$ cat config.mk
export PLATFORM = sky130hd
export DESIGN_NAME = add_pipe_cla
export DESIGN_NICKNAME = d
export VERILOG_FILES = /design/src/rtl/add_pipe_cla.sv
export SDC_FILE = /design/constraint.sdc
export NUM_CORES = 1
export LEC_CHECK = 0
export ABC_AREA = 1
export ABC_CLOCK_PERIOD_IN_PS = 12500
export CAP_MARGIN = 20
export CORE_UTILIZATION = 51
export DETAILED_ROUTE_END_ITERATION = 7
export PLACE_DENSITY = 0.75
export SLEW_MARGIN = 20
export SYNTH_ARGS = -nofsm -noshare
export SYNTH_HDL_FRONTEND = slang
export SYNTH_SLANG_ARGS = --single-unit
$ cat constraint.sdc
create_clock -name clk -period 12.5 [get_ports clk]
set_clock_uncertainty 0.1 [all_clocks]
set_input_delay 3.125 -clock clk [delete_from_list [all_inputs] [get_ports clk]]
set_output_delay 3.125 -clock clk [all_outputs]
set_load 0.005 [all_outputs]
$ cat src/rtl/add_pipe_cla.sv
// Pipelined carry-lookahead adder/subtractor: one BLK-bit CLA slice per stage,
// registered inter-slice carry, valid/ready handshake with whole-pipe stall.
module add_pipe_cla #(
    parameter int WIDTH = 32,
    parameter int BLK   = 8,
    parameter int TAG_W = 5
) (
    input  logic             clk,
    input  logic             rst,
    input  logic             in_valid,
    output logic             in_ready,
    input  logic [WIDTH-1:0] a,
    input  logic [WIDTH-1:0] b,
    input  logic             op,
    input  logic [TAG_W-1:0] tag_in,
    output logic             out_valid,
    input  logic             out_ready,
    output logic [WIDTH-1:0] sum,
    output logic             cout,
    output logic             ovf,
    output logic             zero,
    output logic [TAG_W-1:0] tag_out
);

    localparam int NBLK = WIDTH / BLK;

    // Returns {carry into slice MSB, slice carry-out, slice sum}; carries are
    // flattened sum-of-products so nothing ripples inside the slice.
    function automatic logic [BLK+1:0] cla(input logic [BLK-1:0] x,
                                            input logic [BLK-1:0] y,
                                            input logic cin);
        logic [BLK-1:0] g, p;
        logic [BLK:0]   c;
        logic           t, prod;
        g    = x & y;
        p    = x | y;
        c[0] = cin;
        for (int unsigned i = 0; i < BLK; i++) begin
            t = cin;
            for (int unsigned m = 0; m <= i; m++) t = t & p[m];
            for (int unsigned j = 0; j <= i; j++) begin
                prod = g[j];
                for (int unsigned m = j + 1; m <= i; m++) prod = prod & p[m];
                t = t | prod;
            end
            c[i+1] = t;
        end
        return {c[BLK-1], c[BLK], x ^ y ^ c[BLK-1:0]};
    endfunction

    logic [NBLK-1:0]  v_r, c_r, z_r;
    logic [WIDTH-1:0] a_r [NBLK];
    logic [WIDTH-1:0] b_r [NBLK];
    logic [WIDTH-1:0] s_r [NBLK];
    logic [TAG_W-1:0] t_r [NBLK];
    logic             ovf_r;

    logic [NBLK-1:0]  src_v, src_c, src_z, nxt_z, sl_cout, sl_cmsb;
    logic [WIDTH-1:0] src_a [NBLK];
    logic [WIDTH-1:0] src_b [NBLK];
    logic [WIDTH-1:0] src_s [NBLK];
    logic [WIDTH-1:0] nxt_s [NBLK];
    logic [TAG_W-1:0] src_t [NBLK];
    logic [BLK-1:0]   sl_sum [NBLK];
    logic             adv;

    assign adv      = !v_r[NBLK-1] | out_ready;
    assign in_ready = adv;

    always_comb begin
        src_v[0] = in_valid;
        src_c[0] = op;
        src_a[0] = a;
        src_b[0] = op ? ~b : b;
        src_s[0] = '0;
        src_z[0] = 1'b1;
        src_t[0] = tag_in;
        for (int unsigned k = 1; k < NBLK; k++) begin
            src_v[k] = v_r[k-1];
            src_c[k] = c_r[k-1];
            src_a[k] = a_r[k-1];
            src_b[k] = b_r[k-1];
            src_s[k] = s_r[k-1];
            src_z[k] = z_r[k-1];
            src_t[k] = t_r[k-1];
        end
        for (int unsigned k = 0; k < NBLK; k++) begin
            {sl_cmsb[k], sl_cout[k], sl_sum[k]} =
                cla(src_a[k][k*BLK +: BLK], src_b[k][k*BLK +: BLK], src_c[k]);
            nxt_s[k]                = src_s[k];
            nxt_s[k][k*BLK +: BLK]  = sl_sum[k];
            nxt_z[k]                = src_z[k] & (sl_sum[k] == '0);
        end
    end

    // Only valids and the output stage are reset; other data is don't-care while invalid.
    always_ff @(posedge clk) begin
        if (rst) begin
            v_r           <= '0;
            c_r[NBLK-1]   <= 1'b0;
            z_r[NBLK-1]   <= 1'b0;
            s_r[NBLK-1]   <= '0;
            t_r[NBLK-1]   <= '0;
            ovf_r         <= 1'b0;
        end else if (adv) begin
            v_r   <= src_v;
            c_r   <= sl_cout;
            z_r   <= nxt_z;
            ovf_r <= sl_cmsb[NBLK-1] ^ sl_cout[NBLK-1];
            for (int unsigned k = 0; k < NBLK; k++) begin
                a_r[k] <= src_a[k];
                b_r[k] <= src_b[k];
                s_r[k] <= nxt_s[k];
                t_r[k] <= src_t[k];
            end
        end
    end

    assign out_valid = v_r[NBLK-1];
    assign sum       = s_r[NBLK-1];
    assign cout      = c_r[NBLK-1];
    assign ovf       = ovf_r;
    assign zero      = z_r[NBLK-1];
    assign tag_out   = t_r[NBLK-1];

endmodule

==> flow_metrics.env, run 1 <==
export IMPL_post_synth_cell_area_avg_um2=13.5
export IMPL_io_pins=116
export IMPL_antenna_found_initial=0
export IMPL_fmax_mhz=132
export IMPL_antenna_cells=0
export IMPL_drive_gt1_frac=0.0567
export IMPL_synth_cell_types=35
export IMPL_synth_seq_area_share=0.691
export IMPL_crit_type="in2out"
export IMPL_layout_common_cells="edfxtp_1 (202), inv_1 (154), clkdlybuf4s50_1 (114)"
export IMPL_p_total_uw=1660
export IMPL_coreArea_um2=17200
export IMPL_cp_end_kind="output pin"
export IMPL_num_rows=48
export IMPL_grt_max_degree=171
export IMPL_hold_path_class="reg2reg"
export IMPL_hold_viol=0
export IMPL_cp_arrival_ns=4.36
export IMPL_max_slew_margin_rel=0.372
export IMPL_power_density_nw_per_um2=149
export IMPL_final_max_slew_violation_count=0
export IMPL_min_period_ns=7.59
export IMPL_yosysTopAreaCell="edfxtp_1"
export IMPL_die_area_um2=18100
export IMPL_cts_buffer_depth=3
export IMPL_drv_cap=0
export IMPL_synth_edf_count=202
export IMPL_grt_pass1_wl_um=20800
export IMPL_vias=4797
export IMPL_dp_cells=999
export IMPL_hold_buffers=0
export IMPL_ctsResizeCount=0
export IMPL_cts_root_buffer="clkbuf_16"
export IMPL_wl_um=12900
export IMPL_final_common_cell="edfxtp_1"
export IMPL_synthesis_area_um2=8980
export IMPL_cts_buffers=22
export IMPL_portBuffers=115
export IMPL_finalNonFillerCells=1036
export IMPL_synth_warnings=0
export IMPL_syn_nets=805
export IMPL_route_detailed_drc=0
export IMPL_fillers=1239
export IMPL_multiInputGateArea_um2=2160
export IMPL_fin_crit_sh=0.607
export IMPL_required_ns=9.27
export IMPL_cp_start_kind="primary input"
export IMPL_leakage_uw=0.00474
export IMPL_dpl_instance_area_um2=10400
export IMPL_clk_pin_slew_ns=0.06
export IMPL_place_congestion=0.809
export IMPL_first_iter_violations=163
export IMPL_register_area_um2=6210
export IMPL_rsz0062_at_grt="false"
export IMPL_grt_pass1_vias=4813
export IMPL_vias_per_cell=4.63
export IMPL_synth_area_leaders="edfxtp_1 (68%), ha_1 (8.9%), inv_1 (6.5%)"
export IMPL_post_cts_setup_buffers=0
export IMPL_synthArstFlopShare=0
export IMPL_outcome="complete, no violations"
export IMPL_insertion_delay_ns=0.49
export IMPL_die_x_um=135
export IMPL_drtPass1Iterations=4
export IMPL_die_h_um=135
export IMPL_synthCells=664
export IMPL_initial_core_util=0.521
export IMPL_cts_tree="built"
export IMPL_overflow=0
export IMPL_nNetsFinal=939
export IMPL_cts_sinks=209
export IMPL_peakVddDrop_mv=0.123
export IMPL_whs_ns=0.313
export IMPL_ctsHtreeMaxLevel=1
export IMPL_synth_top_area_frac=0.675
export IMPL_hpwl_um=8970
export IMPL_tns_ns=0
export IMPL_synth_seq_cells=209
export IMPL_setup_viol=0
export IMPL_wl_per_cell_um=12.5
export IMPL_final_cell_area_um2=11100
export IMPL_gr_usage_all_layers=0.145
export IMPL_yosys_most_used_dff="edfxtp_1"
export IMPL_syn_to_final_growth_pct=23.5
export IMPL_ant_nets=0
export IMPL_tightestPinTransition_ns=0.943
export IMPL_cp_max_fo=3
==> final cells by class <==
cell class	count	area share
clock inverters	10	0.00824
clock buffers	27	0.0532
well taps	225	0.0254
flip-flops and latches	209	0.560
repair buffers	118	0.106
inverters	155	0.0525
multi-input cells	292	0.195
==> worst max-delay path, stage by stage <==
cell             delay (ns)
clkdlybuf4s50_1        0.40
nor2_1                 0.25
inv_1                  0.12
clkdlybuf4s50_1        0.46
==> cells by family after synthesis <==
family / count (synthesis) / share of synthesized area
adder cells (fa/ha/maj): 67 / 0.0958
flip-flops: 209 / 0.691
buffers and inverters: 163 / 0.0695
AO/OA/AOI/OAI: 27 / 0.0217
XOR/XNOR: 51 / 0.0497
AND/OR/NAND/NOR: 147 / 0.0722
==> state kept, by name (all words and copies together), names as in the netlist <==
register,count
a_r,48
b_r,48
c_r,4
ovf,1
s_r,80
t_r,20
v_r,4
z_r,4
==> synthesized netlist by cell type, types with 5 or more instances <==
cell      count
nor2_1       51
a21oi_1      10
dfxtp_1       7
inv_1       155
nand2_1      57
nand3_1      17
edfxtp_1    202
xnor2_1      12
o21bai_1      5
ha_1         64
xor2_1       39
==> per-layer routing <==
| metal | wire length (um) | up-vias | global-route usage | part of all wire |
|---|---|---|---|---|
| met4 | 278 | 0 | 0.0581 | 0.022 |
| li1 | - | 2422 | - | - |
| met3 | 616 | 25 | 0.0270 | 0.048 |
| met1 | 4980 | 2230 | 0.150 | 0.39 |
| met2 | 7030 | 120 | 0.284 | 0.55 |
| met5 | 0 | - | 0 | 0 |
==> worst paths after layout <==
check,from,endpoint,slack [ns],depth (start not counted)
setup / recovery,out_ready,in_ready,4.91,4
hold / removal,s_r[0][6]$_DFFE_PP_,s_r[1][6]$_DFFE_PP_,0.31,0
setup reg to reg,v_r[3]$_SDFFE_PP0P_,s_r[3][30]$_SDFFCE_PN0P_,10.18,7
hold reg to reg,s_r[0][6]$_DFFE_PP_,s_r[1][6]$_DFFE_PP_,0.31,0
==> where the power goes <==
part / internal, uW / switching, uW / total [uW]
registers: 848 / 19.9 / 867
clock network: 372 / 235 / 607
logic: 89.1 / 92.5 / 182
==> stage by stage <==
stage,setup WS [ns],util
after floorplan,0.816,-
after global placement,4.98,0.604
after detailed placement,4.91,0.604
after CTS,4.90,0.643
after global routing,4.82,0.643
final,4.91,0.643
(Power assumes the default switching activity.)
==> inputs of run 2 (changes only) <==
ABC_CLOCK_PERIOD_IN_PS = 7900   (was 12500)
clock period = 7.9 ns   (was 12.5 ns; I/O delays follow)
==> flow_metrics.env, run 2 (same netlist as run 1, synthesis figures left out) <==
export IMPL_outcome="complete, no violations"
export IMPL_crit_top_cell="clkdlybuf4s50_1"
export IMPL_drtPass1Iterations=5
export IMPL_route_detailed_drc=0
export IMPL_wl_per_cell_um=12.6
export IMPL_tightestPinTransition_ns=0.962
export IMPL_path_cells="clkdlybuf4s50_1, nor2_1, inv_1, clkdlybuf4s50_1"
export IMPL_clk_pin_slew_ns=0.06
export IMPL_gr_usage_all_layers=0.148
export IMPL_num_rows=48
export IMPL_ctsHtreeMaxLevel=1
export IMPL_fmax_mhz=190
export IMPL_vias=4768
export IMPL_die_area_um2=18100
export IMPL_setup_viol=0
export IMPL_reg_top3="s_r (80), a_r (48), b_r (48)"
export IMPL_cp_start_kind="primary input"
export IMPL_final_max_slew_violation_count=0
export IMPL_cts_sinks=209
export IMPL_slowest_delay_ns=0.46
export IMPL_ant_nets=0
export IMPL_cts_buffers=22
export IMPL_cts_root_buffer="clkbuf_16"
export IMPL_hold_viol=0
export IMPL_tns_ns=0
export IMPL_fin_util=0.640
export IMPL_hold_path_class="reg2reg"
export IMPL_hold_buffers=0
export IMPL_largest_reg_flops=80
export IMPL_post_cts_setup_buffers=0
export IMPL_insertion_delay_ns=0.50
export IMPL_vias_per_cell=4.61
export IMPL_coreArea_um2=17200
export IMPL_cp_end_kind="output pin"
export IMPL_grt_max_degree=171
export IMPL_ctsResizeCount=0
export IMPL_top_register="s_r"
export IMPL_place_congestion=0.748
export IMPL_fin_crit_sh=0.665
export IMPL_wl_um=13100
export IMPL_cts_buffer_depth=3
export IMPL_grt_pass1_wl_um=21100
export IMPL_power_density_nw_per_um2=231
export IMPL_min_period_ns=5.25
export IMPL_final_cell_area_um2=11000
export IMPL_syn_to_final_growth_pct=22.9
export IMPL_drive_gt1_frac=0.0642
export IMPL_overflow=0
export IMPL_slowest_stage="clkdlybuf4s50_1"
export IMPL_drv_cap=0
export IMPL_required_ns=5.83
export IMPL_cp_arrival_ns=3.18
export IMPL_die_h_um=135
export IMPL_io_pins=116
export IMPL_final_common_cell="edfxtp_1"
export IMPL_die_x_um=135
export IMPL_initial_core_util=0.521
export IMPL_crit_type="in2out"
export IMPL_antenna_found_initial=0
export IMPL_max_slew_margin_rel=0.358
export IMPL_whs_ns=0.308
export IMPL_dpl_instance_area_um2=10400
export IMPL_leakage_uw=0.00473
export IMPL_cp_max_fo=3
export IMPL_layout_common_cells="edfxtp_1 (202), inv_1 (154), clkdlybuf4s50_1 (114)"
export IMPL_peakVddDrop_mv=0.181
export IMPL_portBuffers=115
export IMPL_rsz0062_at_grt="false"
export IMPL_p_total_uw=2550
export IMPL_nNetsFinal=939
export IMPL_grt_pass1_vias=4867
export IMPL_first_iter_violations=272
export IMPL_cts_tree="built"
export IMPL_antenna_cells=0
export IMPL_hpwl_um=8990
==> run 2: cell types whose count changed in the layout (fill, tap and decap cells not counted) <==
cell | before | now
clkinv_1 | 7 | 2
clkbuf_16 | 23 | 22
clkbuf_1 | 4 | 2
clkinv_2 | 1 | 8
clkinv_8 | 0 | 1
clkinvlp_4 | 0 | 1
bufinv_16 | 2 | 0
==> run 2: power by group <==
part	leakage, uW	internal [uW]	switching (uW)
logic	0.00231	141	146
registers	0.00210	1340	31.6
clock network	0.000315	507	384
==> run 2: worst paths after layout <==
kind,slack (ns),startpoint,cells past startpoint,end
setup / recovery,2.65,out_ready,4,in_ready
hold / removal,0.31,a_r[1][26]$_DFFE_PP_,0,a_r[2][26]$_DFFE_PP_
setup reg to reg,5.53,v_r[3]$_SDFFE_PP0P_,7,s_r[3][29]$_SDFFCE_PN0P_
hold reg to reg,0.31,a_r[1][26]$_DFFE_PP_,0,a_r[2][26]$_DFFE_PP_
==> run 2: per-layer routing <==
metal / routed length, um / GRT usage / vias up
li1: - / - / 2419
met4: 205 / 0.0493 / 0
met1: 4950 / 0.159 / 2218
met5: 0 / 0 / -
met2: 7200 / 0.285 / 113
met3: 708 / 0.0315 / 18
==> run 2: area by class of cell <==
class	instances	area [um2]
sequential	209	6210
inverter	155	582
clock buffer	24	558
clock inverter	12	71.3
multi-input combinational	292	2160
tap	225	282
timing repair buffer	118	1180
fill	1262	6200
==> run 2: stage by stage <==
stage               instances  setup slack [ns]
global route             1035              2.57
CTS                      1035              2.64
floorplan                 664             0.397
finish                   1035              2.65
global placement          999              2.68
detailed placement        999              2.64
==> run 2: worst max-delay path, delay by kind of cell <==
kind / cells / cell delay [ns]
buf+inv: 3 / 0.98
simple gates: 1 / 0.23
